===== src/rtl/mem_arbiter.sv =====
// rtl/mem_arbiter.sv - round-robin arbiter sharing one single-port word memory
// Same-cycle grant, one-cycle-later read response routed back to the winner.
module mem_arbiter #(
  parameter int NUMREQ    = 3,
  parameter int DATAWIDTH = 32,
  parameter int ADDRWIDTH = 5
) (
  input  logic                        clk_i,
  input  logic                        rst_i,
  input  logic [NUMREQ-1:0]           req_i,
  input  logic [NUMREQ-1:0]           we_i,
  input  logic [NUMREQ*ADDRWIDTH-1:0] addr_i,
  input  logic [NUMREQ*DATAWIDTH-1:0] wdata_i,
  output logic [NUMREQ-1:0]           gnt_o,
  output logic [NUMREQ-1:0]           rvalid_o,
  output logic [DATAWIDTH-1:0]        rdata_o,
  output logic                        mem_re_o,
  output logic                        mem_we_o,
  output logic [ADDRWIDTH-1:0]        mem_addr_o,
  output logic [DATAWIDTH-1:0]        mem_wdata_o,
  input  logic [DATAWIDTH-1:0]        mem_rdata_i
);

  localparam int PTRW = (NUMREQ > 1) ? $clog2(NUMREQ) : 1;

  logic [PTRW-1:0] ptr_q, ptr_d;
  logic            rsp_valid_q, rsp_valid_d;
  logic [PTRW-1:0] rsp_id_q, rsp_id_d;

  logic            found;
  logic            grant;
  logic [PTRW-1:0] win;

  logic [ADDRWIDTH-1:0] addr_arr  [NUMREQ];
  logic [DATAWIDTH-1:0] wdata_arr [NUMREQ];

  for (genvar g = 0; g < NUMREQ; g++) begin : g_unpack
    assign addr_arr[g]  = addr_i[g*ADDRWIDTH +: ADDRWIDTH];
    assign wdata_arr[g] = wdata_i[g*DATAWIDTH +: DATAWIDTH];
  end

  // Two passes: indices at or above ptr first, then the wrapped-around ones below it.
  always_comb begin
    found = 1'b0;
    win   = '0;
    for (int j = 0; j < NUMREQ; j++) begin
      if (!found && req_i[j[PTRW-1:0]] && (j >= int'(ptr_q))) begin
        found = 1'b1;
        win   = j[PTRW-1:0];
      end
    end
    for (int j = 0; j < NUMREQ; j++) begin
      if (!found && req_i[j[PTRW-1:0]] && (j < int'(ptr_q))) begin
        found = 1'b1;
        win   = j[PTRW-1:0];
      end
    end
  end

  assign grant = found && !rst_i;

  always_comb begin
    gnt_o       = '0;
    mem_re_o    = 1'b0;
    mem_we_o    = 1'b0;
    mem_addr_o  = '0;
    mem_wdata_o = '0;
    if (grant) begin
      gnt_o[win]  = 1'b1;
      mem_we_o    = we_i[win];
      mem_re_o    = !we_i[win];
      mem_addr_o  = addr_arr[win];
      mem_wdata_o = wdata_arr[win];
    end
  end

  always_comb begin
    ptr_d       = ptr_q;
    rsp_valid_d = 1'b0;
    rsp_id_d    = rsp_id_q;
    if (grant) begin
      ptr_d = (win == PTRW'(NUMREQ - 1)) ? '0 : win + 1'b1;
      if (!we_i[win]) begin
        rsp_valid_d = 1'b1;
        rsp_id_d    = win;
      end
    end
  end

  always_ff @(posedge clk_i or posedge rst_i) begin
    if (rst_i) begin
      ptr_q       <= '0;
      rsp_valid_q <= 1'b0;
      rsp_id_q    <= '0;
    end else begin
      ptr_q       <= ptr_d;
      rsp_valid_q <= rsp_valid_d;
      rsp_id_q    <= rsp_id_d;
    end
  end

  always_comb begin
    rvalid_o = '0;
    rdata_o  = '0;
    if (rsp_valid_q) begin
      rvalid_o[rsp_id_q] = 1'b1;
      rdata_o            = mem_rdata_i;
    end
  end

endmodule

===== config.mk =====
export PLATFORM = sky130hd
export DESIGN_NAME = mem_arbiter
export DESIGN_NICKNAME = d
export VERILOG_FILES = /design/src/rtl/mem_arbiter.sv
export SDC_FILE = /design/constraint.sdc
export NUM_CORES = 1
export LEC_CHECK = 0
export BUFFER_PORTS_ARGS = -buffer_cell sky130_fd_sc_hd__buf_2
export CAP_MARGIN = 15
export CORE_ASPECT_RATIO = 0.5
export CORE_MARGIN = 5
export CORE_UTILIZATION = 27
export DETAILED_ROUTE_END_ITERATION = 7
export HOLD_SLACK_MARGIN = 0.15
export PLACE_DENSITY = 0.82
export SLEW_MARGIN = 20
export SYNTH_ARGS = -nofsm -noshare
export SYNTH_HDL_FRONTEND = slang
export SYNTH_SLANG_ARGS = --single-unit

===== constraint.sdc =====
create_clock -name clk_i -period 2.3 [get_ports clk_i]
set_clock_uncertainty 0.1 [all_clocks]
set_input_delay 0.345 -clock clk_i [delete_from_list [all_inputs] [get_ports clk_i]]
set_output_delay 0.345 -clock clk_i [all_outputs]
set_load 0.01 [all_outputs]

## Word level (Yosys, flattened, before mapping)

Index checks and enable logic that the tools add are counted.
Widths: inputs -> output; s select.

- Input bits: 151
- Logic and storage cells: 73
- Bits in registers: 5
- Output and inout port bits: 77

- Muxes and demuxes: 33
- Reductions and logical operators: 22
- Equality and inequality tests: 1
- Add/sub/neg operators: 1
- Bitwise operators: 2
- Order comparisons: 11

Operator list:

| operator | number |
|---|---|
| $mux 32 | 4 |
| $bmux 32 s2 | 1 |
| $mux 5 | 3 |
| $logic_and 1x1->1 | 14 |
| $mux 1 | 14 |
| $bmux 5 s2 | 1 |
| $mux 2 | 5 |
| $logic_not 1->1 | 7 |
| $lt 2x3->1 const B | 2 |
| $mux 3 | 2 |
| $demux 1 s2 | 2 |
| $ge 1x2->1 const A | 2 |
| $ge 2x1->1 const B | 2 |
| $lt 1x2->1 const A | 2 |
| $ge 3x3->1 const B | 1 |
| $not 2->3 | 1 |
| $add 2x1->2 const B | 1 |
| $bmux 1 s2 | 1 |
| $eq 2x2->1 const B | 1 |
| $ge 2x2->1 const A | 1 |
| $lt 2x2->1 const A | 1 |
| $reduce_and 2->1 | 1 |
| $not 1->1 | 1 |

## Longest topological paths before layout

Gate-level depths: netlist of the first run.

- Word-level depth: 28
- Gate-level depth with buffers: 7
- Mapped depth without buffers: 5

## Least setup slack after synthesis of the first run

No wires, ideal clock.

- Kind: reg2out
- From: reg ptr_q[0]
- To: out mem_addr_o[0]
- Stages on the path, launching flop included: 8
- Buffers on the path: 2
- Path slack: 214 ps
- Required time: 1855 ps
- Arrival time: 1641 ps
- Cells stage by stage: dfrtp_1 -> nor3b_1 -> o31a_1 -> buf_2 -> nand2_2 -> inv_2 -> buf_6 -> a221o_1

- Longest elaborated chain between the ends: 28
- Elaborated cells on any way between the ends: 39
- Those cells by class: order compare: 6; mux: 15; bitwise: 1; reduce/logical: 17

Ends and longest elaborated chain:

| item | line | text |
|---|---|---|
| start: declaration | 26 | `logic [PTRW-1:0] ptr_q, ptr_d;` |
| start signal: assignment | 96 | `ptr_q <= ptr_d;` |
| $ge 1x2->1 | 47 | `if (!found && req_i[j[PTRW-1:0]] && (j >= int'(ptr_q))) begin` |
| $logic_and 1x1->1 | 47 |  |
| $mux 1 | 47 |  |
| $logic_not 1->1 | 47 |  |
| $logic_and 1x1->1 (2 in a row) | 47 |  |
| $mux 1 | 47 |  |
| $logic_not 1->1 | 47 |  |
| $logic_and 1x1->1 (2 in a row) | 47 |  |
| [... 8 more ...] | -- |  |
| $mux 1 | 53 | `if (!found && req_i[j[PTRW-1:0]] && (j < int'(ptr_q))) begin` |
| $logic_not 1->1 | 53 |  |
| $logic_and 1x1->1 (2 in a row) | 53 |  |
| $mux 2 | 53 |  |
| $not 2->3 (not written as such) | 72 | `mem_addr_o = addr_arr[win];` |
| $bmux 5 s2 | 72 |  |
| $mux 5 (not written as such) (2 in a row) | 72 |  |
| $mux 5 * | 68 | `if (grant) begin` |
| end: declaration | 19 | `output logic [ADDRWIDTH-1:0] mem_addr_o,` |

Every way passes the cells marked *; elsewhere a longest branch is shown, timed or not. The select of a mux whose other input is x is not followed.

## Final worst setup path of the first run

- From: reg ptr_q[0]
- To: out mem_wdata_o[28]

- Longest elaborated chain between the ends: 28
- Elaborated cells on any way between the ends: 39
- Those cells by class: order compare: 6; mux: 15; bitwise: 1; reduce/logical: 17

Ends and longest elaborated chain:

| item | line | text |
|---|---|---|
| $ge 1x2->1 | 47 |  |
| $logic_and 1x1->1 | 47 |  |
| $mux 1 | 47 |  |
| $logic_not 1->1 | 47 |  |
| $logic_and 1x1->1 (2 in a row) | 47 |  |
| $mux 1 | 47 |  |
| $logic_not 1->1 | 47 |  |
| $logic_and 1x1->1 (2 in a row) | 47 |  |
| [... 8 more ...] | -- |  |
| $mux 1 | 53 |  |
| $logic_not 1->1 | 53 |  |
| $logic_and 1x1->1 (2 in a row) | 53 |  |
| $mux 2 | 53 |  |
| $not 2->3 (not written as such) | 73 | `mem_wdata_o = wdata_arr[win];` |
| $bmux 32 s2 | 73 |  |
| $mux 32 (not written as such) (2 in a row) | 73 |  |
| $mux 32 * | 68 |  |
| end: declaration | 20 | `output logic [DATAWIDTH-1:0] mem_wdata_o,` |

Marks and branches as above.

==> flow_summary_export.csv, run 1 <==
group,metric,value,unit
pwr,p_per_area,361,mW/mm²
timing,fin_crit_sh,101,%
hold_path,whs_endpoint,"rsp_id_q[0]",
placement,dp_hpwl,5.68,mm
hold_path,min_path_type,"input pin to flop",
pwr,power.net_switching,0.382,mW
worst_setup_path,worstSetupEndpointType,"output port",
global_routing,grt_overflow_total,0,
yosys,synth_enable_flop_cells,0,
timing,tightest_slew,938,ps
yosys,postSynthAreaPerCell,7.52,µm²
placement,post-place-cells,454,
drt,drt-vias-per-instance,4.84,
yosys,post_synth_inst_count,170,
final_layout,finalNetCount,555,
placement,routability_cong,0.804,
final_layout,finalCoreUtilization,60.2,%
final_layout,synthToLayoutAreaGrowth,111,%
global_routing,track_usage,20.7,%
drt,drt-total-wl,7.18,mm
worst_setup_path,worstRegToRegCells,5,
yosys,yosys.cell_types.count,32,
worst_setup_path,crit_required,1860,ps
pwr,power.share.switching,39.1,%
pwr,peakVddDrop,0.178,mV
yosys,mappedNetlistArea,0.00128,mm²
yosys,synthArstFlopShare,100,%
clock_tree,clock_tree.root_cell,"sky130_fd_sc_hd__clkbuf_8",
die,io_pins,228,
drt,drcViolationCount,0,
global_routing,number_of_antenna_violations_at_the_first_check_in_global_routing,0,
final_layout,multi_input_area,0.00109,mm²
final_layout,layout.filler_cells,400,
global_routing,via_count_of_the_first_global_routing_pass,2238,
placement,pre_cts_ws,118,ps
yosys,synth_seq_cells,5,
worst_setup_path,critPathArrivalTime,1890,ps
yosys,synth.yosys.seq_area_share,9.78,%
worst_setup_path,timing.reg2reg.setup_slack,500,ps
final_layout,antenna-diode-count,0,
timing,final_period_minus_worst_setup_slack,2330,ps
pwr,power_report.internal_total,0.595,mW
worst_setup_path,sort_of_element_at_the_start_of_the_critical_path,"flop",
hold_path,startpoint_of_the_tightest_hold_check_path,"we_i[1]",
drt,num_vias,2270,
placement,port_buffers,227,
clock_tree,tritoncts,"done",
worst_setup_path,critical_path.max_fanout,15,
worst_setup_path,crit-reg2reg-capture,"rsp_id_q[0]",
timing,clock.fmax,428,MHz
timing,timing.max_slew.rel_slack,36.9,%
drt,wire_per_inst,15.3,µm
final_layout,fin_cells,469,
final_layout,seq_area,126,µm²
clock_tree,clock_path_buffers,2,
timing,final_max_slew_viol_count,0,
yosys,total_nets_after_synthesis,321,
placement,placedInstanceArea,0.00251,mm²
yosys,netlist.area_leader.share,30.8,%
clock_tree,cts-buffers-inserted,3,
clock_tree,clock_latency,220,ps
pwr,leakage,1.62,nW
pwr,comb_power_share,69.9,%
die,initial_core_util,28.5,%
clock_tree,cts-htree-levels,1,
flow_run,drv.max_cap_violation_count,0,
timing,setup_violations,29,
final_layout,final_layout_size_suffix_gt1_share,63.8,%
worst_setup_path,worstSetupPathType,"flop to output port",
die,fp.coreArea,0.00449,mm²
yosys,synth_top_area_cell,"sky130_fd_sc_hd__and2_1",
timing,grt_setup_unrepaired,"true",
outcome,status,"complete, but fails checks",
die,design.die.area,0.00630,mm²
timing,report.final.hold_viol_count,0,
final_layout,final_design_area_no_fill,0.00270,mm²
clock_tree,cts_num_sinks,5,
worst_setup_path,worst_r2r_startpoint,"ptr_q[0]",
global_routing,grt_first_pass_wirelength,10.6,mm
yosys,most_area_consuming_cells_after_synthesis,"sky130_fd_sc_hd__and2_1, sky130_fd_sc_hd__a221o_1, sky130_fd_sc_hd__dfrtp_1",
clock_tree,cts.clk_slew.worst_paths,30,ps
die,fp.dieW,107,µm
drt,ant_nets,0,
pwr,power.share.sequential,13.6,%
pwr,p_clk_share,16.5,%
yosys,yosysWarnings,0,
die,die_height,58.7,µm
yosys,ys.flop_type,"sky130_fd_sc_hd__dfrtp_1",
die,rows,17,
drt,drt_iter0_drc,194,
drt,drt_first_pass_iters,6,
outcome,failed_checks,"negative setup slack",
timing,timing.final.ws_setup,-34.1,ps
hold_path,hold_depth,2,
global_routing,maximum_number_of_pins_on_one_net_before_global_route_repair,36,
## critical path, stage by stage, from the launching register on
cell and delay [ps]:
sky130_fd_sc_hd__dfrtp_1 420, sky130_fd_sc_hd__nor3b_2 180, sky130_fd_sc_hd__o31a_1 270, sky130_fd_sc_hd__nand2_2 100, sky130_fd_sc_hd__inv_4 60, sky130_fd_sc_hd__buf_12 140
sky130_fd_sc_hd__a221o_1 350, sky130_fd_sc_hd__buf_2 140
## metrics by stage
stage                     total power, mW  setup TNS [ps]  hold slack [ps]
after global placement              0.738               0              238
after detailed placement            0.743               0              237
after CTS                           0.962               0              233
after floorplan                     0.447               0             61.2
after global routing                 1.05           -2570              240
final                               0.977            -457              230
## timing repair
| item | CTS | global route |
|---|---|---|
| pin swaps | 2 | 4 |
| hold endpoints to repair | 5 | 0 |
| cloned | 1 | 0 |
| gates resized for setup | 10 | 5 |
| setup endpoints to repair | 29 | 39 |
| setup buffers | 9 | 0 |
| hold buffers | 1 | 0 |
## logic make-up after synthesis
kind of cell / share of synthesized area [%]
AND/OR/NAND/NOR: 41.2
buffers and inverters: 8.12
AO/OA/AOI/OAI: 40.9
flip-flops: 9.78
## metal layers
metal	GRT usage (%)	share of wire, %	vias up
met1	23.2	35	1017
met4	4.19	1.2	0
li1	-	-	1124
met2	39.9	55	117
met5	0	0	-
met3	5.59	8.8	12
## cell usage after synthesis (2+ instances only)
library cell,instances
sky130_fd_sc_hd__clkbuf_1,10
sky130_fd_sc_hd__a221o_1,29
sky130_fd_sc_hd__buf_2,2
sky130_fd_sc_hd__nor2_1,11
sky130_fd_sc_hd__and2_1,63
sky130_fd_sc_hd__a21o_1,3
sky130_fd_sc_hd__dfrtp_1,5
sky130_fd_sc_hd__a21oi_1,3
sky130_fd_sc_hd__a222oi_1,8
sky130_fd_sc_hd__nor2b_1,2
sky130_fd_sc_hd__inv_1,5
sky130_fd_sc_hd__nor3b_1,4
sky130_fd_sc_hd__buf_6,3
sky130_fd_sc_hd__nand2_1,4
## worst max-delay path by stage
stage / start / to / slack, ps / depth (start not counted)
floorplan: ptr_q[0] / mem_addr_o[0] / 210 / 7
CTS: ptr_q[1] / mem_wdata_o[1] / 5 / 8
detailed placement: req_i[1] / mem_wdata_o[1] / 120 / 7
finish: ptr_q[0] / mem_wdata_o[28] / -30 / 7
global placement: req_i[1] / mem_wdata_o[10] / 140 / 7
global route: ptr_q[0] / mem_wdata_o[28] / -100 / 7
## power groups by stage
stage	clock [mW]	combinational, mW	sequential [mW]
3_5_place_dp	0	0.606	0.137
4_1_cts	0.163	0.667	0.132
6_report	0.161	0.683	0.133
3_3_place_gp	0	0.601	0.137
5_1_grt	0.173	0.741	0.138
2_1_floorplan	0	0.323	0.124
## cell usage in the layout, fill, tap and decap left out, types with 4 or more instances in the layout
cell type                  count
sky130_fd_sc_hd__dfrtp_1       4
sky130_fd_sc_hd__a222oi_1      8
sky130_fd_sc_hd__inv_1         5
sky130_fd_sc_hd__buf_4         9
sky130_fd_sc_hd__nor2_1       11
sky130_fd_sc_hd__a221o_1      29
sky130_fd_sc_hd__buf_2       227
sky130_fd_sc_hd__nand2_1       4
sky130_fd_sc_hd__and2_1       62
## cell type report
cell class,count,share of cell area (%)
clock buffers,4,1.67
inverters,6,0.925
multi-input cells,144,40.3
flip-flops and latches,5,4.67
well taps,66,3.05
repair buffers,244,49.4
## flip-flops by register name (all words and copies together) (netlist names)
name         cells
rsp_id_q         2
rsp_valid_q      1
ptr_q            2
Power figures use the tool's default switching activity.
==> run 2, diff against run 1 <==
--- a/config.mk
+++ b/config.mk
@@ -17,3 +17,4 @@
 export SYNTH_ARGS = -nofsm -noshare
 export SYNTH_HDL_FRONTEND = slang
 export SYNTH_SLANG_ARGS = --single-unit
+export TNS_END_PERCENT = 50
==> run 2 against run 1 <==
The flow still finishes with violations (negative setup slack); power shrank 0.44%; global-route usage is the same; combinational power shrank 0.7%; design area shrank 0.28%; first-iteration DRC count grew 11%; register-to-register slack is essentially flat; non-clock buffer count is the same; highest routed layer unchanged; sequential cell count is the same; via count shrank 0.62%.
==> flow_summary_export.csv, run 2 (synthesis gave the netlist of run 1 again) <==
group,metric,value,unit
global_routing,grt_overflow_total,0,
drt,ant_nets,0,
drt,met2RoutedLength,3.94,mm
worst_setup_path,sort_of_element_at_the_start_of_the_critical_path,"flop",
final_layout,mostFrequentLayoutCells,"sky130_fd_sc_hd__buf_2, sky130_fd_sc_hd__and2_1, sky130_fd_sc_hd__a221o_1",
drt,drcViolationCount,0,
clock_tree,cts_num_sinks,5,
final_layout,synthToLayoutAreaGrowth,111,%
final_layout,finalCoreUtilization,60.1,%
clock_tree,cts.clk_slew.worst_paths,40,ps
worst_setup_path,crit_required,1860,ps
clock_tree,clock_path_buffers,2,
pwr,leakage,1.62,nW
final_layout,fin_cells,469,
timing,setup_violations,29,
clock_tree,clock_tree.root_cell,"sky130_fd_sc_hd__clkbuf_8",
final_layout,antenna-diode-count,0,
placement,post-place-cells,454,
die,fp.coreArea,0.00449,mm²
drt,num_vias,2256,
timing,final_max_slew_viol_count,0,
global_routing,number_of_antenna_violations_at_the_first_check_in_global_routing,0,
final_layout,reg.largest.list,"ptr_q x2, rsp_id_q x2, rsp_valid_q x1",
die,die_height,58.7,µm
timing,final_period_minus_worst_setup_slack,2340,ps
pwr,totalPowerFinal,0.973,mW
drt,drt_iter0_drc,215,
worst_setup_path,worstSetupEndpointType,"output port",
drt,dr.max_layer_used,"met4",
die,rows,17,
global_routing,maximum_number_of_pins_on_one_net_before_global_route_repair,36,
worst_setup_path,worst_path_max_delay_cell,"sky130_fd_sc_hd__dfrtp_1",
timing,clock.fmax,428,MHz
pwr,p_per_area,361,mW/mm²
pwr,peakVddDrop,0.179,mV
outcome,status,"complete, but fails checks",
drt,drt-total-wl,7.14,mm
drt,drt-vias-per-instance,4.81,
global_routing,track_usage,20.7,%
worst_setup_path,critical_path.max_fanout,15,
timing,tightest_slew,869,ps
clock_tree,tritoncts,"done",
die,initial_core_util,28.5,%
clock_tree,cts-buffers-inserted,3,
clock_tree,cts-htree-levels,1,
timing,timing.final.ws_setup,-36.8,ps
final_layout,final_design_area_no_fill,0.00270,mm²
drt,wire_per_inst,15.2,µm
die,fp.dieW,107,µm
global_routing,grt_first_pass_wirelength,10.6,mm
die,io_pins,228,
timing,fin_crit_sh,102,%
final_layout,finalNetCount,555,
drt,drt_first_pass_iters,6,
final_layout,final_common_cell,"sky130_fd_sc_hd__buf_2",
drt,drt-met1-wl,2.55,mm
placement,placedInstanceArea,0.00251,mm²
placement,dp_hpwl,5.68,mm
worst_setup_path,worstSetupPathType,"flop to output port",
worst_setup_path,worst_path_largest_cell_delay,420,ps
clock_tree,clock_latency,220,ps
die,design.die.area,0.00630,mm²
final_layout,final_layout_size_suffix_gt1_share,63.8,%
timing,grt_setup_unrepaired,"true",
outcome,failed_checks,"negative setup slack",
timing,report.final.hold_viol_count,0,
timing,timing.max_slew.rel_slack,41.6,%
placement,port_buffers,227,
worst_setup_path,critPathArrivalTime,1890,ps
flow_run,drv.max_cap_violation_count,0,
placement,routability_cong,0.804,
hold_path,min_path_type,"input pin to flop",
drt,wl_met3,584,µm
global_routing,via_count_of_the_first_global_routing_pass,2240,
worst_setup_path,path_cells,"nor3b_2 > o31a_1 > nand2_2 > inv_4 > buf_12 > a221o_1 > buf_2",
## run 2: cell types whose count changed in the layout (fill, tap and decap cells not counted)
| cell | change |
|---|---|
| sky130_fd_sc_hd__buf_4 | +2 |
| sky130_fd_sc_hd__buf_6 | -2 |
## run 2: worst paths after layout
check	depth (start not counted)	slack, ps	endpoint	from
min in group asynchronous	3	640	ptr_q[0]	rst_i
worst min-delay path	2	230	rsp_id_q[0]	we_i[1]
worst max-delay path	7	-40	mem_wdata_o[28]	ptr_q[0]
max in group asynchronous	3	1240	ptr_q[1]	rst_i
worst min register to register	2	460	rsp_id_q[1]	rsp_id_q[1]
worst max register to register	7	510	rsp_id_q[0]	ptr_q[1]
## run 2: power breakdown
part | total, mW | leakage [nW] | internal (mW) | switching (mW)
clock | 0.162 | 0.0228 | 0.119 | 0.0434
sequential | 0.133 | 0.0610 | 0.106 | 0.0267
combinational | 0.678 | 1.54 | 0.367 | 0.310
total | 0.973 | 1.62 | 0.592 | 0.381
## run 2: through the flow
stage | hold WS (ps) | setup TNS [ps] | setup slack (ps)
after floorplan | 61.2 | 0 | 214
after global placement | 238 | 0 | 136
after detailed placement | 237 | 0 | 118
after CTS | 233 | 0 | 4.95
after global routing | 240 | -2580 | -92.0
final | 231 | -465 | -36.8
## run 2: timing repair
action	CTS	global route
cloned	1	0
buffers inserted	9	0
endpoints found under the hold margin	5	0
gates resized for setup	10	3
pin swaps	2	1
endpoints found under the setup margin	29	39
hold buffers	1	0
## run 2: area by class of cell
type	instances	area (µm²)
inverters	6	25.0
flip-flops and latches	5	126
clock buffers	4	45.0
repair buffers	244	1330
well taps	66	82.6
fillers	401	1790
multi-input cells	144	1090
## run 2: routing by layer
metal,track usage (%),up-vias
met4,4.19,0
met3,5.59,8
li1,-,1123
met2,39.9,105
met1,23.2,1020
met5,0,-
## run 2: worst max-delay path, delay by kind of cell, from the launching register on
family	cells	cell delay, ps
simple gates	2	280
flops	1	420
buf+inv	3	350
compound gates	2	620
==> run 3, diff against run 2 <==
==> constraint.sdc (replaced) <==
create_clock -name clk_i -period 2.3 [get_ports clk_i]
set_clock_uncertainty 0.1 [all_clocks]
set_input_delay 0.115 -clock clk_i [delete_from_list [all_inputs] [get_ports clk_i]]
set_output_delay 0.115 -clock clk_i [all_outputs]
set_load 0.01 [all_outputs]
==> run 3 against run 2 <==
The run now ends clean; clock power hardly changed; design area decreased by 5.5%; final cell count down 2.1%; sequential power rose by 4%; combinational power fell by 12%; wire length is 3.9% lower; register-to-register slack better by 30 ps; setup slack better by 130 ps; maximum frequency rose by 5.8%; critical endpoint is now mem_wdata_o[13].
==> flow_summary_export.csv, run 3 (synthesis gave the netlist of run 1 again) <==
group,metric,value,unit
outcome,status,"finished, final reports clean",
final_layout,finalNetCount,545,
timing,setup-tns-final,0,ps
die,design.die.area,0.00630,mm²
timing,report.final.hold_viol_count,0,
final_layout,layout.filler_cells,451,
die,io_pins,228,
die,rows,17,
timing,setup_violations,0,
pwr,power.net_switching,0.359,mW
worst_setup_path,critPathArrivalTime,1990,ps
final_layout,synthToLayoutAreaGrowth,99.2,%
worst_setup_path,crit_required,2090,ps
pwr,power.share.sequential,15.3,%
die,die_height,58.7,µm
final_layout,final_common_cell,"sky130_fd_sc_hd__buf_2",
pwr,leakage,1.56,nW
clock_tree,cts-buffers-inserted,3,
global_routing,number_of_antenna_violations_at_the_first_check_in_global_routing,0,
final_layout,final_design_area_no_fill,0.00255,mm²
clock_tree,tritoncts,"done",
drt,wire_per_inst,14.9,µm
global_routing,track_usage,19.8,%
pwr,power_report.internal_total,0.540,mW
global_routing,grt_first_pass_wirelength,10.1,mm
timing,final_max_slew_viol_count,0,
clock_tree,clock_path_buffers,2,
worst_setup_path,worstSetupEndpointType,"output port",
final_layout,antenna-diode-count,0,
pwr,power.share.switching,39.9,%
clock_tree,post-cts-setup-buffers,0,
worst_setup_path,sort_of_element_at_the_start_of_the_critical_path,"flop",
drt,drt-vias-per-instance,4.94,
placement,routability_cong,0.822,
final_layout,mostFrequentLayoutCells,"sky130_fd_sc_hd__buf_2, sky130_fd_sc_hd__and2_1, sky130_fd_sc_hd__a221o_1",
drt,ant_nets,0,
clock_tree,clock_tree.root_cell,"sky130_fd_sc_hd__clkbuf_8",
pwr,p_per_area,353,mW/mm²
hold_path,min_path_type,"input pin to flop",
global_routing,maximum_number_of_pins_on_one_net_before_global_route_repair,36,
worst_setup_path,critical_path.max_fanout,23,
drt,num_vias,2268,
final_layout,reg.largest.list,"ptr_q x2, rsp_id_q x2, rsp_valid_q x1",
clock_tree,cts.clk_slew.worst_paths,30,ps
die,fp.coreArea,0.00449,mm²
pwr,peakVddDrop,0.153,mV
final_layout,final_layout_size_suffix_gt1_share,61.3,%
timing,timing.max_slew.rel_slack,53.2,%
global_routing,grt_overflow_total,0,
pwr,comb_power_share,66.3,%
die,initial_core_util,28.5,%
timing,tightest_slew,701,ps
clock_tree,cts-htree-levels,1,
clock_tree,clock_latency,220,ps
drt,drcViolationCount,0,
timing,final_period_minus_worst_setup_slack,2210,ps
placement,dp_hpwl,5.82,mm
placement,placedInstanceArea,0.00248,mm²
pwr,p_clk_share,18.4,%
drt,drt-total-wl,6.86,mm
timing,grt_setup_unrepaired,"false",
die,fp.dieW,107,µm
clock_tree,cts_num_sinks,5,
timing,clock.fmax,453,MHz
global_routing,via_count_of_the_first_global_routing_pass,2252,
flow_run,drv.max_cap_violation_count,0,
final_layout,finalCoreUtilization,56.8,%
placement,port_buffers,227,
drt,drt_iter0_drc,182,
worst_setup_path,worstSetupPathType,"flop to output port",
timing,fin_crit_sh,96.1,%
timing,fin_worst_hold_slack,151,ps
drt,drt_first_pass_iters,6,
[run 3: power groups by stage]
stage	logic (mW)	clock network, mW	registers, mW
after global routing	0.654	0.176	0.144
after global placement	0.587	0	0.137
after floorplan	0.323	0	0.124
after detailed placement	0.593	0	0.137
after CTS	0.598	0.168	0.136
final	0.596	0.165	0.138
[run 3: per-layer routing]
metal | part of all wire, % | vias to the layer above | wire, µm | track usage (%)
met5 | 0 | - | 0 | 0
met4 | 0.70 | 0 | 48 | 5.10
met3 | 8.6 | 4 | 591 | 5.91
met2 | 55 | 109 | 3800 | 38.1
met1 | 35 | 1054 | 2420 | 21.4
li1 | - | 1101 | - | -
[run 3: critical path: stages (launching register included)]
cell and delay [ps]:
sky130_fd_sc_hd__dfrtp_1 450, sky130_fd_sc_hd__nor2b_1 180, sky130_fd_sc_hd__o31a_1 300, sky130_fd_sc_hd__nand2_2 90
sky130_fd_sc_hd__inv_2 80, sky130_fd_sc_hd__buf_12 160, sky130_fd_sc_hd__a221o_1 350, sky130_fd_sc_hd__buf_2 150
[run 3: final cells by class]
type                            instances  area (µm²)  share of cell area [%]
Clock buffer                            4        45.0                    1.77
Timing Repair Buffer                  234        1210                    47.3
Inverter                                6        22.5                   0.884
Sequential cell                         5         126                    4.96
Multi-Input combinational cell        144        1060                    41.8
Tap cell                               66        82.6                    3.24
[run 3: final timing paths]
kind	cells past startpoint	slack (ps)	start	to
setup reg to reg	4	540	ptr_q[1]	rsp_id_q[0]
setup / recovery	7	90	ptr_q[1]	mem_wdata_o[13]
max in group asynchronous	3	1540	rst_i	ptr_q[0]
hold / removal	4	150	we_i[2]	rsp_id_q[1]
hold reg to reg	2	470	rsp_id_q[1]	rsp_id_q[1]
min in group asynchronous	3	310	rst_i	rsp_id_q[1]
[run 3: repair_timing]
item | CTS | global route
setup endpoints to repair | 0 | 18
resized for setup | 0 | 2
hold buffers | 2 | 0
hold endpoints to repair | 7 | 0
[run 3: through the flow]
| step | worst slack [ps] | power, mW | instances |
|---|---|---|---|
| 2_1_floorplan | 444 | 0.447 | 170 |
| 3_3_place_gp | 369 | 0.724 | 453 |
| 3_5_place_dp | 341 | 0.730 | 453 |
| 4_1_cts | 87.2 | 0.902 | 459 |
| 5_1_grt | 2.75 | 0.974 | 459 |
| 6_report | 90.3 | 0.898 | 459 |
